==> src/rtl/wfq_div_stage.sv <==
// WFQ front stage: per-class weight lookup followed by a restoring divider
// (one quotient bit per cycle), emitting a single-cycle result pulse.
module wfq_div_stage #(
  parameter int CLASS_WIDTH    = 5,
  parameter int WEIGHT_WIDTH   = 16,
  parameter int PKT_WIDTH      = 16,
  parameter int DEFAULT_WEIGHT = 1
) (
  input  logic                    clk,
  input  logic                    rst,
  input  logic                    in_valid,
  output logic                    in_ready,
  input  logic [CLASS_WIDTH-1:0]  in_class_id,
  input  logic [PKT_WIDTH-1:0]    in_pkt_len,
  input  logic                    cfg_wr_en,
  input  logic [CLASS_WIDTH-1:0]  cfg_class_id,
  input  logic [WEIGHT_WIDTH-1:0] cfg_weight,
  output logic                    out_valid,
  output logic [CLASS_WIDTH-1:0]  out_class_id,
  output logic [WEIGHT_WIDTH-1:0] out_quotient,
  output logic [WEIGHT_WIDTH-1:0] out_remain,
  output logic                    out_div_zero
);
  localparam int DEPTH = 2**CLASS_WIDTH;
  localparam int CNT_W = $clog2(PKT_WIDTH);
  localparam int QW    = (PKT_WIDTH > WEIGHT_WIDTH) ? PKT_WIDTH : WEIGHT_WIDTH;

  // Two iterations minimum keeps result pulses at least 3 cycles apart.
  if (PKT_WIDTH < 2) begin : g_pkt_width_chk
    $error("wfq_div_stage: PKT_WIDTH must be >= 2");
  end

  typedef enum logic [1:0] {IDLE, DIV, OUT} state_t;

  state_t                  r_state;
  logic [WEIGHT_WIDTH-1:0] r_weight [DEPTH];
  logic [CLASS_WIDTH-1:0]  r_cls;
  logic [PKT_WIDTH-1:0]    r_dividend;
  logic [WEIGHT_WIDTH-1:0] r_divisor;
  logic [WEIGHT_WIDTH-1:0] r_rem;
  logic [PKT_WIDTH-1:0]    r_quo;
  logic [CNT_W-1:0]        r_cnt;
  logic                    r_in_ready;
  logic                    r_out_valid;
  logic [CLASS_WIDTH-1:0]  r_out_cls;
  logic [WEIGHT_WIDTH-1:0] r_out_quo;
  logic [WEIGHT_WIDTH-1:0] r_out_rem;
  logic                    r_out_dz;

  logic [WEIGHT_WIDTH:0]   w_tmp;
  logic [WEIGHT_WIDTH:0]   w_sub;
  logic                    w_ge;
  logic [WEIGHT_WIDTH-1:0] w_rem_nxt;
  logic [PKT_WIDTH-1:0]    w_quo_nxt;
  logic [QW-1:0]           w_quo_full;
  logic                    w_sat;

  // One restoring step; rem < divisor always fits WEIGHT_WIDTH bits.
  assign w_tmp      = {r_rem, r_dividend[PKT_WIDTH-1]};
  assign w_sub      = w_tmp - {1'b0, r_divisor};
  assign w_ge       = (w_tmp >= {1'b0, r_divisor});
  assign w_rem_nxt  = w_ge ? w_sub[WEIGHT_WIDTH-1:0] : w_tmp[WEIGHT_WIDTH-1:0];
  assign w_quo_nxt  = {r_quo[PKT_WIDTH-2:0], w_ge};
  assign w_quo_full = QW'(w_quo_nxt);
  assign w_sat      = |(w_quo_full >> WEIGHT_WIDTH);

  always_ff @(posedge clk) begin
    if (rst) begin
      for (int i = 0; i < DEPTH; i++) r_weight[i] <= WEIGHT_WIDTH'(DEFAULT_WEIGHT);
    end else if (cfg_wr_en) begin
      r_weight[cfg_class_id] <= cfg_weight;
    end
  end

  always_ff @(posedge clk) begin
    if (rst) begin
      r_state     <= IDLE;
      r_cls       <= '0;
      r_dividend  <= '0;
      r_divisor   <= '0;
      r_rem       <= '0;
      r_quo       <= '0;
      r_cnt       <= '0;
      r_in_ready  <= 1'b1;
      r_out_valid <= 1'b0;
      r_out_cls   <= '0;
      r_out_quo   <= '0;
      r_out_rem   <= '0;
      r_out_dz    <= 1'b0;
    end else begin
      case (r_state)
        IDLE: begin
          if (in_valid) begin
            // Table read sees the pre-write weight on a same-cycle cfg write.
            r_cls      <= in_class_id;
            r_dividend <= in_pkt_len;
            r_divisor  <= r_weight[in_class_id];
            r_rem      <= '0;
            r_quo      <= '0;
            r_cnt      <= CNT_W'(PKT_WIDTH - 1);
            r_in_ready <= 1'b0;
            r_state    <= DIV;
          end
        end
        DIV: begin
          r_rem      <= w_rem_nxt;
          r_quo      <= w_quo_nxt;
          r_dividend <= {r_dividend[PKT_WIDTH-2:0], 1'b0};
          if (r_cnt == '0) begin
            r_out_valid <= 1'b1;
            r_out_cls   <= r_cls;
            if (r_divisor == '0) begin
              r_out_quo <= '1;
              r_out_rem <= '0;
              r_out_dz  <= 1'b1;
            end else begin
              r_out_quo <= w_sat ? '1 : w_quo_full[WEIGHT_WIDTH-1:0];
              r_out_rem <= w_rem_nxt;
              r_out_dz  <= 1'b0;
            end
            r_state <= OUT;
          end else begin
            r_cnt <= r_cnt - 1'b1;
          end
        end
        OUT: begin
          r_out_valid <= 1'b0;
          r_in_ready  <= 1'b1;
          r_state     <= IDLE;
        end
        default: r_state <= IDLE;
      endcase
    end
  end

  assign in_ready     = r_in_ready;
  assign out_valid    = r_out_valid;
  assign out_class_id = r_out_cls;
  assign out_quotient = r_out_quo;
  assign out_remain   = r_out_rem;
  assign out_div_zero = r_out_dz;
endmodule

==> config.mk <==
export PLATFORM = sky130hd
export DESIGN_NAME = wfq_div_stage
export DESIGN_NICKNAME = d
export VERILOG_FILES = /design/src/rtl/wfq_div_stage.sv
export SDC_FILE = /design/constraint.sdc
export NUM_CORES = 1
export LEC_CHECK = 0
export BUFFER_PORTS_ARGS = -buffer_cell sky130_fd_sc_hd__buf_2
export CAP_MARGIN = 20
export CORE_MARGIN = 8
export CORE_UTILIZATION = 35
export CTS_BUF_LIST = sky130_fd_sc_hd__clkbuf_4
export DETAILED_ROUTE_END_ITERATION = 16
export GPL_ROUTABILITY_DRIVEN = 0
export PLACE_DENSITY = 0.51
export SLEW_MARGIN = 20
export SYNTH_ARGS = -nofsm -noshare
export SYNTH_HDL_FRONTEND = slang
export SYNTH_SLANG_ARGS = --single-unit
==> constraint.sdc <==
create_clock -name clk -period 3 [get_ports clk]
set_clock_uncertainty 0.2 [all_clocks]
set_input_delay 0.15 -clock clk [delete_from_list [all_inputs] [get_ports clk]]
set_output_delay 0.15 -clock clk [all_outputs]
set_load 0.02 [all_outputs]
After elaboration in Yosys (flattened, before gate mapping)
Memories as Yosys holds them, arrays and structs flattened. A register that Yosys moved wholly into a read port is not among the register bits.
Cells that the tools add are included.
{"block": "word_totals", "reg_bits": 98, "mem_bits_rw": 512, "inputBits": 46, "memories": 1}
{"memory": "r_weight", "words": 32, "width": 16, "rd": 1, "rd_clocked_by_memory_dff": 1, "wr": 32, "line": "36", "text": "logic [WEIGHT_WIDTH-1:0] r_weight [DEPTH];"}
{"block": "op_classes", "n_reduce_logical": 14, "n_eq_ne": 5, "addsub": 2, "n_lt_le_gt_ge": 1, "mux": 27}
{"operator": "16-bit 2-to-1 mux", "n": 6}
{"operator": "16-bit one-hot mux with 2 select lines", "n": 2}
{"operator": "15-bit one-hot mux with 2 select lines", "n": 1}
{"operator": "17-bit by 16-bit >= comparator with 1-bit output", "n": 1}
{"operator": "16-bit logical NOT", "n": 1}
{"operator": "16-bit OR reduction", "n": 1}
{"operator": "16-bit subtractor", "n": 1}
{"operator": "2-bit AND reduction", "n": 6}
{"operator": "1-bit 2-to-1 mux", "n": 9}
{"operator": "4-bit 2-to-1 mux", "n": 2}
{"operator": "4-bit one-hot mux with 2 select lines", "n": 1}
{"operator": "2-bit != test (second input constant)", "n": 3}
{"operator": "2-bit nonzero test", "n": 3}
{"operator": "5-bit 2-to-1 mux", "n": 1}
{"operator": "4-bit logical NOT", "n": 1}
{"operator": "2-bit 2-to-1 mux", "n": 2}
{"operator": "1-bit one-hot mux with 2 select lines", "n": 2}
{"operator": "2-bit one-hot mux with 2 select lines", "n": 1}
{"operator": "4-bit by 1-bit subtractor with 4-bit output (second input constant)", "n": 1}
{"operator": "3-bit AND reduction", "n": 1}
{"operator": "2-bit by 1-bit equality test with 1-bit output (second input constant)", "n": 1}
{"operator": "2-bit equality test (second input constant)", "n": 1}
{"operator": "2-bit logical NOT", "n": 1}

Longest topological paths before layout
Gate-level depths: netlist of run 1.
{"block": "depth", "word_depth": 5, "ltp_mapped": 11, "mapped_depth_nobuf": 10}

Worst setup path after synthesis of run 1
Ideal clock, no wire load.
{"block": "synth_timing", "kind": "input-to-reg", "from": "input rst", "to": "memory r_weight[16][0] (enable)", "t_arrival_ns": 2.285, "path_stages": 7, "setup_slack_ns": 0.104, "required_ns": 2.389, "setup_ns": 0.411, "cell_sequence": "inv_1 nand2_1 or3_1 clkbuf_1 clkbuf_1 clkbuf_1 o21ai_0"}
{"element": "start: declaration", "line": "10", "text": "input logic rst,"}
{"element": "end: declaration", "line": "36"}

Worst setup path in the final report of run 1
{"block": "layout_timing", "from": "register r_state[0]", "to": "register r_dividend[6]"}
{"block": "layout_via", "elab_chain_len": 3}
{"element": "start: declaration", "line": "35", "text": "state_t r_state;"}
{"element": "start signal: assignment", "line": "77", "text": "r_state <= IDLE;"}
{"element": "start signal: assignment", "line": "102", "text": "r_state <= DIV;"}
{"element": "start signal: assignment", "line": "121", "text": "r_state <= OUT;"}
{"element": "2-bit by 1-bit equality test with 1-bit output or 2-bit logical NOT (tied branches)", "line": "91", "text": "case (r_state)"}
{"element": "2-bit nonzero test (no line) or 2-bit != test (tied branches)"}
{"element": "2-bit AND reduction (no line)"}
{"element": "end signal: assignment", "line": "96", "text": "r_dividend <= in_pkt_len;"}
{"element": "end signal: assignment", "line": "108", "text": "r_dividend <= {r_dividend[PKT_WIDTH-2:0], 1'b0};"}
{"element": "end: declaration", "line": "38", "text": "logic [PKT_WIDTH-1:0] r_dividend;"}
Parallel ways exist; a longest one is shown, timed or not.
A chain may end at the register's enable or synchronous reset.

==> reports/results.ini, run 1 <==
[routing]
vias_per_cell = 5.20
ant_nets = 0
drt_iter0_drc = 1430
drt_wl_total_mm = 82.4
post-route-drc-count = 0
dr_total_vias = 18393
dr.pass1.iters = 7
wl_per_cell_um = 23.3

[placed_design]
io_buffer_count = 85
dp_slack_ns = 0.293
dp_hpwl_mm = 51.7
placed_cell_area_um2 = 30600

[die]
core_area_um2 = 80500
dieArea_um2 = 90700
die_h_um = 301
io_pins = 86
std_cell_rows = 104
die_x_um = 301
start_util_pct = 35.3

[final_layout]
final_cell_mix = edfxtp_1 (512), and2_1 (481), clkbuf_4 (265)
area_growth_pct = 19.5
seq_area_um2 = 17700
fin_util_pct = 42.3
multi_input_area_um2 = 10000
nFillCells = 7352
final_area_um2 = 34000
final_nets = 2408
layout_commonest_cell = edfxtp_1
drive_above_1_share_pct = 27.4

[global_routing]
grt_use_total_pct = 18.2
grt_pass1_vias = 19255
grt_remaining_overflow = 0
antenna_found_initial = 10
grt_pass1_wl_mm = 124
grt_start_max_net_pins = 69

[critical_path]
cp_max_fo = 14
cp_cell_sequence = buf_6 -> nor2_1 -> nand2_1 -> dlygate4sd3_1 -> o21ai_0 -> dlygate4sd3_1 -> a211oi_2 -> dlygate4sd3_1
crit_path_top_delay_cell = dlygate4sd3_1
slowest_delay_ns = 0.58
crit_top_cell = dlygate4sd3_1
path_delay_family = buffers and inverters
critPathKind = flop to flop
worstRegToRegCells = 8
worstPathArrival_ns = 3.61
start_kind = flop
end_kind = flop
worst-path-buf-inv = 4
cp.required_ns = 3.68
r2r_end = r_dividend[6]
r2r_slack_ns = 0.07
rr_startpoint = r_state[0]

[timing]
hold_violations = 0
setup_viol = 0
period_minus_slack_ns = 2.93
slew_violations = 0
timing.fmax_ghz = 0.342
holdWs_ns = 0.160
slew_headroom_pct = 25.5
finalCritPeriodShare_pct = 97.6
final.setup.worst_slack_ns = 0.0720
worstMarginPinSlew_ns = 1.11

[power_and_ir_drop]
total_power_mw = 20.8
p_leak_nw = 12.2
power_frac_seq_pct = 48.4
clockPowerShare_pct = 37.1
p_per_area_nw_per_um2 = 611
p_int_mw = 15.2
pwr-share-comb_pct = 14.4
p_sw_share_pct = 26.8
vdd_ir_drop_max_mv = 0.269
p_switching_mw = 5.57

[synth]
ys_types = 61
dominantRegCellSynth = edfxtp_1
syn_avg_cell_area_um2 = 14.0
syn-num-nets = 2097
synth_area_um2 = 28500
synth_warnings = 0
synthCells = 2033
ys_ff_latch = 626
async_flop_share_pct = 0
synth_edf_count = 512
ys_seq_area_share_pct = 62.0

[clock_tree]
cts_max_level = 4
cts_num_sinks = 626
tritoncts = built
clkTransAtPathRegs_ns = 0.07
numCtsBuffers = 171
cts_buffer_depth = 3
cts_root_buf = clkbuf_4
worstSkewPairLatency_ns = 0.97

[worst_hold_path]
hp-class = primary input to flop
hold_path_depth = 4
min-delay-start = in_valid
min_to = in_ready

[run_status]
status = finished, final reports clean

[run]
maxCapViolCount = 0

-- cells in the mapped netlist (all sizes together) (5+ instances only) --
cell     instances  area, µm²
edfxtp         512      15400
mux4           160       3600
nand2           64        248
a21o             9       67.6
ha              17        213
a32o             8       80.1
inv             27        101
xnor2            6       52.6
o21ai           54        270
dfxtp          114       2280
o211ai          34        255
o221a           15        169
nor4             8       50.1
and2           481       3010
or3             36        225
nor2           129        484
a2111oi         15        131
clkbuf         149        559
nor3            25        125
nand3           15       75.1
a21oi           19       95.1
o31ai            6       45.0
mux2i            5       50.1
a211oi          18        135
a221oi           7       61.3
nand4            6       37.5
a22oi           15        113
buf             33        163
-- kinds of logic (layout without fill, tap and decap cells) --
| kind of cell | count (synthesis) | in the layout | share of synthesized area (%) |
|---|---|---|---|
| xor+xnor | 10 | 10 | 0.308 |
| other cells | 0 | 8 | 0 |
| simple gates | 783 | 783 | 15.5 |
| compound gates | 221 | 221 | 5.63 |
| fa+ha+maj | 18 | 18 | 0.817 |
| mux | 165 | 165 | 12.8 |
| buf+inv | 210 | 645 | 2.90 |
| flops | 626 | 626 | 62.0 |
-- worst min-delay path, delay by kind of cell --
kind / cells / cell delay, ns
compound gates: 1 / 0.16
buf+inv: 2 / 0.77
simple gates: 1 / 0.19
-- power groups by stage --
stage / logic (mW) / clock network [mW] / registers [mW]
6_report: 3.00 / 7.73 / 10.1
5_1_grt: 3.23 / 8.42 / 10.1
4_1_cts: 2.98 / 7.96 / 10.1
3_5_place_dp: 2.82 / 0 / 10.3
3_3_place_gp: 2.80 / 0 / 10.2
2_1_floorplan: 1.78 / 0 / 10.2
-- repair_timing --
action / in CTS / in global routing
hold buffers: 115 / 0
resized for setup: 0 / 12
setup buffers: 0 / 1
endpoints found under the hold margin: 1098 / 0
endpoints found under the setup margin: 0 / 13
-- state kept, by name, summed over array words and instances, names as in the netlist --
name,cells
r_divisor,16
r_rem,16
r_weight,512
out_remain,16
r_quo,15
r_dividend,16
out_div_zero,1
r_cls,5
out_class_id,5
r_state,2
out_quotient,16
out_valid,1
r_cnt,4
in_ready,1
-- metrics by stage --
| stage | cells | setup TNS [ns] |
|---|---|---|
| final | 3536 | 0 |
| after global routing | 3533 | -0.00419 |
| after CTS | 3528 | 0 |
| after detailed placement | 3116 | 0 |
| after global placement | 3115 | 0 |
| after floorplan | 2033 | 0 |
-- metal layers --
layer  wire [µm]  global-route usage, %  part of all wire [%]
met5          12                      0                 0.015
met4        1490                   5.34                   1.8
met3        5440                   4.27                   6.6
met2       39900                   30.1                    48
met1       35600                   23.7                    43
-- final cells by class --
class / count / area share, %
diodes: 8 / 0.0588
clock buffers: 265 / 5.84
clock inverters: 32 / 0.588
inverters: 28 / 0.320
multi-input cells: 1197 / 29.5
flip-flops and latches: 626 / 51.9
well taps: 1060 / 3.90
repair buffers: 320 / 7.93
-- worst max path at each step --
stage | start | endpoint | slack (ns) | cells past startpoint
2_1_floorplan | rst | r_weight[16][0] | 0.10 | 7
3_3_place_gp | r_divisor[7] | out_remain[11] | 0.30 | 8
3_5_place_dp | r_divisor[1] | out_remain[11] | 0.29 | 8
4_1_cts | cfg_wr_en | r_weight[3][0] | 0.02 | 9
5_1_grt | r_state[0] | r_dividend[15] | -0.003 | 7
6_report | r_state[0] | r_dividend[6] | 0.07 | 8
No activity file was read; power rests on OpenSTA's default activity.
==> run 2, diff against run 1 <==
--- a/config.mk
+++ b/config.mk
@@ -7,12 +7,14 @@
 export LEC_CHECK = 0
 export BUFFER_PORTS_ARGS = -buffer_cell sky130_fd_sc_hd__buf_2
 export CAP_MARGIN = 20
+export CELL_PAD_IN_SITES_DETAIL_PLACEMENT = 1
+export CELL_PAD_IN_SITES_GLOBAL_PLACEMENT = 1
 export CORE_MARGIN = 8
 export CORE_UTILIZATION = 35
-export CTS_BUF_LIST = sky130_fd_sc_hd__clkbuf_4
 export DETAILED_ROUTE_END_ITERATION = 16
 export GPL_ROUTABILITY_DRIVEN = 0
-export PLACE_DENSITY = 0.51
+export PLACE_DENSITY = 0.58
+export SKIP_CTS_REPAIR_TIMING = 1
 export SLEW_MARGIN = 20
 export SYNTH_ARGS = -nofsm -noshare
 export SYNTH_HDL_FRONTEND = slang
==> reports/results.ini, run 2 (synthesis gave the netlist of run 1 again) <==
[final_layout]
final_nets = 2234  ; -7.2%
final_cell_mix = edfxtp_1 (512), and2_1 (481), mux4_2 (160)
layout_commonest_cell = edfxtp_1
area_growth_pct = 16.8
drive_above_1_share_pct = 21.9  ; -5.5 points
nFillCells = 8209  ; +12%
regMostFlops = r_weight
largest_reg_flops = 512  ; unchanged

[timing]
fin_tns_setup_ns = 0  ; unchanged
hold_violations = 0  ; unchanged
setup_viol = 0  ; unchanged
slew_violations = 0  ; unchanged
period_minus_slack_ns = 2.78  ; -0.146 ns
finalCritPeriodShare_pct = 92.7  ; -4.9 points
holdWs_ns = 0.0114  ; -0.148 ns
grt_setup_unrepaired = false
worstMarginPinSlew_ns = 1.04  ; -0.0773 ns
slew_headroom_pct = 30.7  ; +5.2 points
timing.fmax_ghz = 0.359  ; +5.2%

[die]
start_util_pct = 35.3  ; unchanged
core_area_um2 = 80500  ; unchanged
std_cell_rows = 104  ; unchanged
die_h_um = 301  ; unchanged
die_x_um = 301  ; unchanged
dieArea_um2 = 90700  ; unchanged
io_pins = 86  ; unchanged

[critical_path]
cp_cell_sequence = inv_1 -> ha_1 -> nor2b_1 -> o2111ai_1 -> a311oi_1 -> nor4_1 -> a311oi_1 -> o211ai_1
cp.required_ns = 3.27  ; -0.41 ns
slowest_delay_ns = 0.57  ; about the same
worstPathArrival_ns = 3.06  ; -0.55 ns
start_kind = flop
crit_path_top_delay_cell = a311oi_1
cp_max_fo = 4  ; -10
r2r_slack_ns = 0.22  ; +0.15 ns
worstRegToRegCells = 8  ; unchanged
crit_top_cell = a311oi_1
end_kind = flop
rr_startpoint = r_divisor[1]
crit_path_start = r_divisor[1]
critPathKind = flop to flop
r2r_end = out_remain[11]

[power_and_ir_drop]
p_leak_nw = 11.7  ; -4.6%
p_per_area_nw_per_um2 = 647  ; +5.9%
vdd_ir_drop_max_mv = 0.361  ; +34%

[global_routing]
grt_pass1_vias = 18308  ; -4.9%
grt_remaining_overflow = 0  ; unchanged
met1_usage_pct = 24.0  ; +0.31 points
antenna_found_initial = 5  ; -5
met2_usage_pct = 29.2  ; -0.89 points
grt_use_total_pct = 18.0  ; -0.23 points
grt_pass1_wl_mm = 122  ; -1.6%
met3_usage_pct = 3.78  ; -0.49 points
grt_start_max_net_pins = 49  ; -29%
busiest_layer = met2

[run_status]
status = finished, final reports clean

[clock_tree]
worstSkewPairLatency_ns = 0.62  ; -0.35 ns
cts_buffer_depth = 3  ; unchanged
tritoncts = built
numCtsBuffers = 73  ; -57%
cts_num_sinks = 626  ; unchanged
cts_max_level = 3  ; -1
cts_root_buf = clkbuf_16
clkTransAtPathRegs_ns = 0.06  ; about the same

[worst_hold_path]
hp-class = primary input to flop
hold_path_depth = 4  ; unchanged
min_to = r_weight[29][0]
min-delay-start = cfg_class_id[2]

[placed_design]
io_buffer_count = 85  ; unchanged
dp_hpwl_mm = 54.3  ; +4.9%

[routing]
drt_iter0_drc = 1340  ; -6.3%
ant_nets = 0  ; unchanged
post-route-drc-count = 0  ; unchanged
dr_total_vias = 17558  ; -4.5%
dr.pass1.iters = 5  ; -2
vias_per_cell = 5.33  ; +2.5%
drt_wl_total_mm = 82.6  ; +0.25%
wl_per_cell_um = 25.1  ; +7.7%

[run]
maxCapViolCount = 0  ; unchanged

run 2: changes by cell type in the layout (fill, tap and decap cells not counted), sizes merged:
cell	delta
buf	-5
clkbuf	-161
clkinv	-4
clkinvlp	-2
diode	-4
dlygate4sd3	-71
inv	+3
run 2: worst max path at each step:
| stage | to | slack [ns] | cells past startpoint |
|---|---|---|---|
| after global routing | out_remain[5] | 0.008 | 9 |
| final | out_remain[11] | 0.22 | 8 |
| after CTS | out_remain[15] | 0.09 | 7 |
| after floorplan | r_weight[16][0] | 0.10 | 7 |
| after global placement | out_remain[15] | 0.25 | 7 |
| after detailed placement | out_remain[15] | 0.12 | 7 |
run 2: through the flow:
stage / power (mW) / worst slack [ns] / util (%) / instance area, µm² / std cells
2_1_floorplan: 12.0 / 0.104 / - / 28500 / 2033
3_3_place_gp: 13.0 / 0.255 / 37.9 / 30500 / 3112
3_5_place_dp: 13.1 / 0.119 / 37.9 / 30500 / 3113
4_1_cts: 21.7 / 0.0946 / 40.7 / 32800 / 3246
5_1_grt: 22.3 / 0.00842 / 41.3 / 33200 / 3289
6_report: 21.5 / 0.218 / 41.3 / 33300 / 3292
run 2: layout make-up:
type	count	area [µm²]	share of cell area, %
Sequential cell	626	17700	53.1
Clock buffer	104	2050	6.16
Tap cell	1060	1330	3.99
Clock inverter	29	231	0.696
Antenna cell	4	10.0	0.0301
Multi-Input combinational cell	1197	10000	30.1
Timing Repair Buffer	244	1850	5.57
Inverter	28	105	0.316
run 2: metal layers:
metal	part of all wire [%]	up-vias
met5	0	-
met4	2.9	0
met3	6.1	128
met2	47	483
met1	44	9092
li1	-	7855
run 2: critical path, delay by kind of cell (launching register included):
family | cells | cell delay [ns]
DFF | 1 | 0.33
and+or+nand+nor | 2 | 0.28
buffers and inverters | 1 | 0.09
AOI/OAI and AO/OA | 4 | 1.42
adders and majority gates | 1 | 0.30
run 2: power by group:
group	internal (mW)	leakage (nW)	switching [mW]
Combinational	1.11	4.74	1.80
Sequential	9.89	5.82	0.196
Clock	4.95	1.10	3.59
==> run 3, diff against run 2 <==
--- a/config.mk
+++ b/config.mk
@@ -13,7 +13,7 @@
 export CORE_UTILIZATION = 35
 export DETAILED_ROUTE_END_ITERATION = 16
 export GPL_ROUTABILITY_DRIVEN = 0
-export PLACE_DENSITY = 0.58
+export PLACE_DENSITY = 0.65
 export SKIP_CTS_REPAIR_TIMING = 1
 export SLEW_MARGIN = 20
 export SYNTH_ARGS = -nofsm -noshare
==> reports/results.ini, run 3 (synthesis gave the netlist of run 1 again) <==
[run_status]
status = finished, final reports clean

[placed_design]
dp.cells = 3099  ; -0.45%
dp_hpwl_mm = 52.7  ; -2.8%
io_buffer_count = 85  ; unchanged

[final_layout]
fin_util_pct = 40.9  ; -0.35 points
area_growth_pct = 15.8
regMostFlops = r_weight
largest_reg_flops = 512  ; unchanged
final_nets = 2211  ; -1.0%
layout_commonest_cell = edfxtp_1
instances_no_fill = 3262  ; -0.91%
drive_above_1_share_pct = 21.3  ; -0.62 points
final_cell_mix = edfxtp_1 (512), and2_1 (481), mux4_2 (160)

[run]
maxCapViolCount = 0  ; unchanged

[critical_path]
worstPathArrival_ns = 3.12  ; +0.06 ns
end_kind = flop
cp.required_ns = 3.30  ; +0.03 ns
critPathKind = flop to flop
start_kind = flop
cp_max_fo = 17  ; +13
crit_path_start = r_divisor[6]
rr_startpoint = r_divisor[6]

[timing]
timing.fmax_ghz = 0.354  ; -1.5%
finalCritPeriodShare_pct = 94.2  ; +1.4 points
holdWs_ns = 0.00752  ; -0.00386 ns
hold_violations = 0  ; unchanged
fin_tns_setup_ns = 0  ; unchanged
grt_setup_unrepaired = true
setup_viol = 0  ; unchanged
worstMarginPinSlew_ns = 1.07  ; +0.0349 ns
slew_violations = 0  ; unchanged
period_minus_slack_ns = 2.82  ; +0.0428 ns
slew_headroom_pct = 28.3  ; -2.3 points

[worst_hold_path]
min-delay-start = in_class_id[0]
hp-class = primary input to flop

[power_and_ir_drop]
vdd_ir_drop_max_mv = 0.361  ; +0.12%
p_per_area_nw_per_um2 = 645  ; -0.42%
p_leak_nw = 11.5  ; -1.2%

[routing]
post-route-drc-count = 0  ; unchanged
wl_per_cell_um = 24.9  ; -0.98%
ant_nets = 0  ; unchanged
dr.pass1.iters = 5  ; unchanged
drt_iter0_drc = 1476  ; +10%
dr_total_vias = 17430  ; -0.73%
drt_wl_total_mm = 81.1  ; -1.9%
vias_per_cell = 5.34  ; +0.18%

[die]
die_h_um = 301  ; unchanged
core_area_um2 = 80500  ; unchanged
die_x_um = 301  ; unchanged
dieArea_um2 = 90700  ; unchanged
io_pins = 86  ; unchanged
start_util_pct = 35.3  ; unchanged
std_cell_rows = 104  ; unchanged

[global_routing]
grt_use_total_pct = 17.6  ; -0.36 points
antenna_found_initial = 11  ; +6
grt_start_max_net_pins = 71  ; +45%
grt_pass1_wl_mm = 120  ; -1.6%
grt_remaining_overflow = 0  ; unchanged
grt_pass1_vias = 18195  ; -0.62%

[clock_tree]
cts_buffer_depth = 3  ; unchanged
tritoncts = built
worstSkewPairLatency_ns = 0.61  ; about the same
numCtsBuffers = 70  ; -4.1%
clkTransAtPathRegs_ns = 0.06  ; about the same
cts_max_level = 3  ; unchanged
cts_root_buf = clkbuf_16
cts_num_sinks = 626  ; unchanged

run 3: per-layer routing:
layer | vias up | GRT usage [%] | share of wire, %
met2 | 503 | 28.0 | 47
li1 | 7792 | - | -
met4 | 2 | 5.26 | 2.7
met5 | - | 0 | 0.015
met1 | 9011 | 24.0 | 43
met3 | 122 | 3.96 | 6.9
run 3: cell type report:
class / instances / area (µm²)
flip-flops and latches: 626 / 17700
clock buffers: 98 / 2010
repair buffers: 224 / 1660
fillers: 8187 / 47600
diodes: 3 / 7.51
clock inverters: 26 / 193
inverters: 28 / 105
well taps: 1060 / 1330
multi-input cells: 1197 / 10000
run 3: report_power, final:
group	total (mW)	switching, mW	internal, mW
registers	10.1	0.203	9.88
logic	2.82	1.77	1.04
clock network	8.35	3.49	4.86
total	21.3	5.47	15.8
run 3: critical path, cell delays in order (launching register included):
cell and delay (ns):
dfxtp_1 0.34, inv_1 0.07, ha_1 0.39, a211o_1 0.35, a21oi_1 0.28, nand3_1 0.22
a21bo_2 0.38, a21o_1 0.24, a32o_1 0.25
run 3: worst paths after layout:
kind | end | slack (ns) | cells after the start
setup / recovery | r_rem[4] | 0.18 | 8
hold / removal | r_cls[0] | 0.008 | 4
setup reg to reg | r_rem[4] | 0.18 | 8
hold reg to reg | out_remain[3] | 0.26 | 2
run 3: through the flow:
stage / total power [mW] / worst slack [ns] / instance area, µm²
floorplan: 12.0 / 0.104 / 28500
global placement: 13.0 / 0.291 / 30400
detailed placement: 13.0 / 0.199 / 30400
CTS: 21.4 / 0.190 / 32600
global route: 22.0 / -0.0244 / 33000
finish: 21.3 / 0.175 / 33000
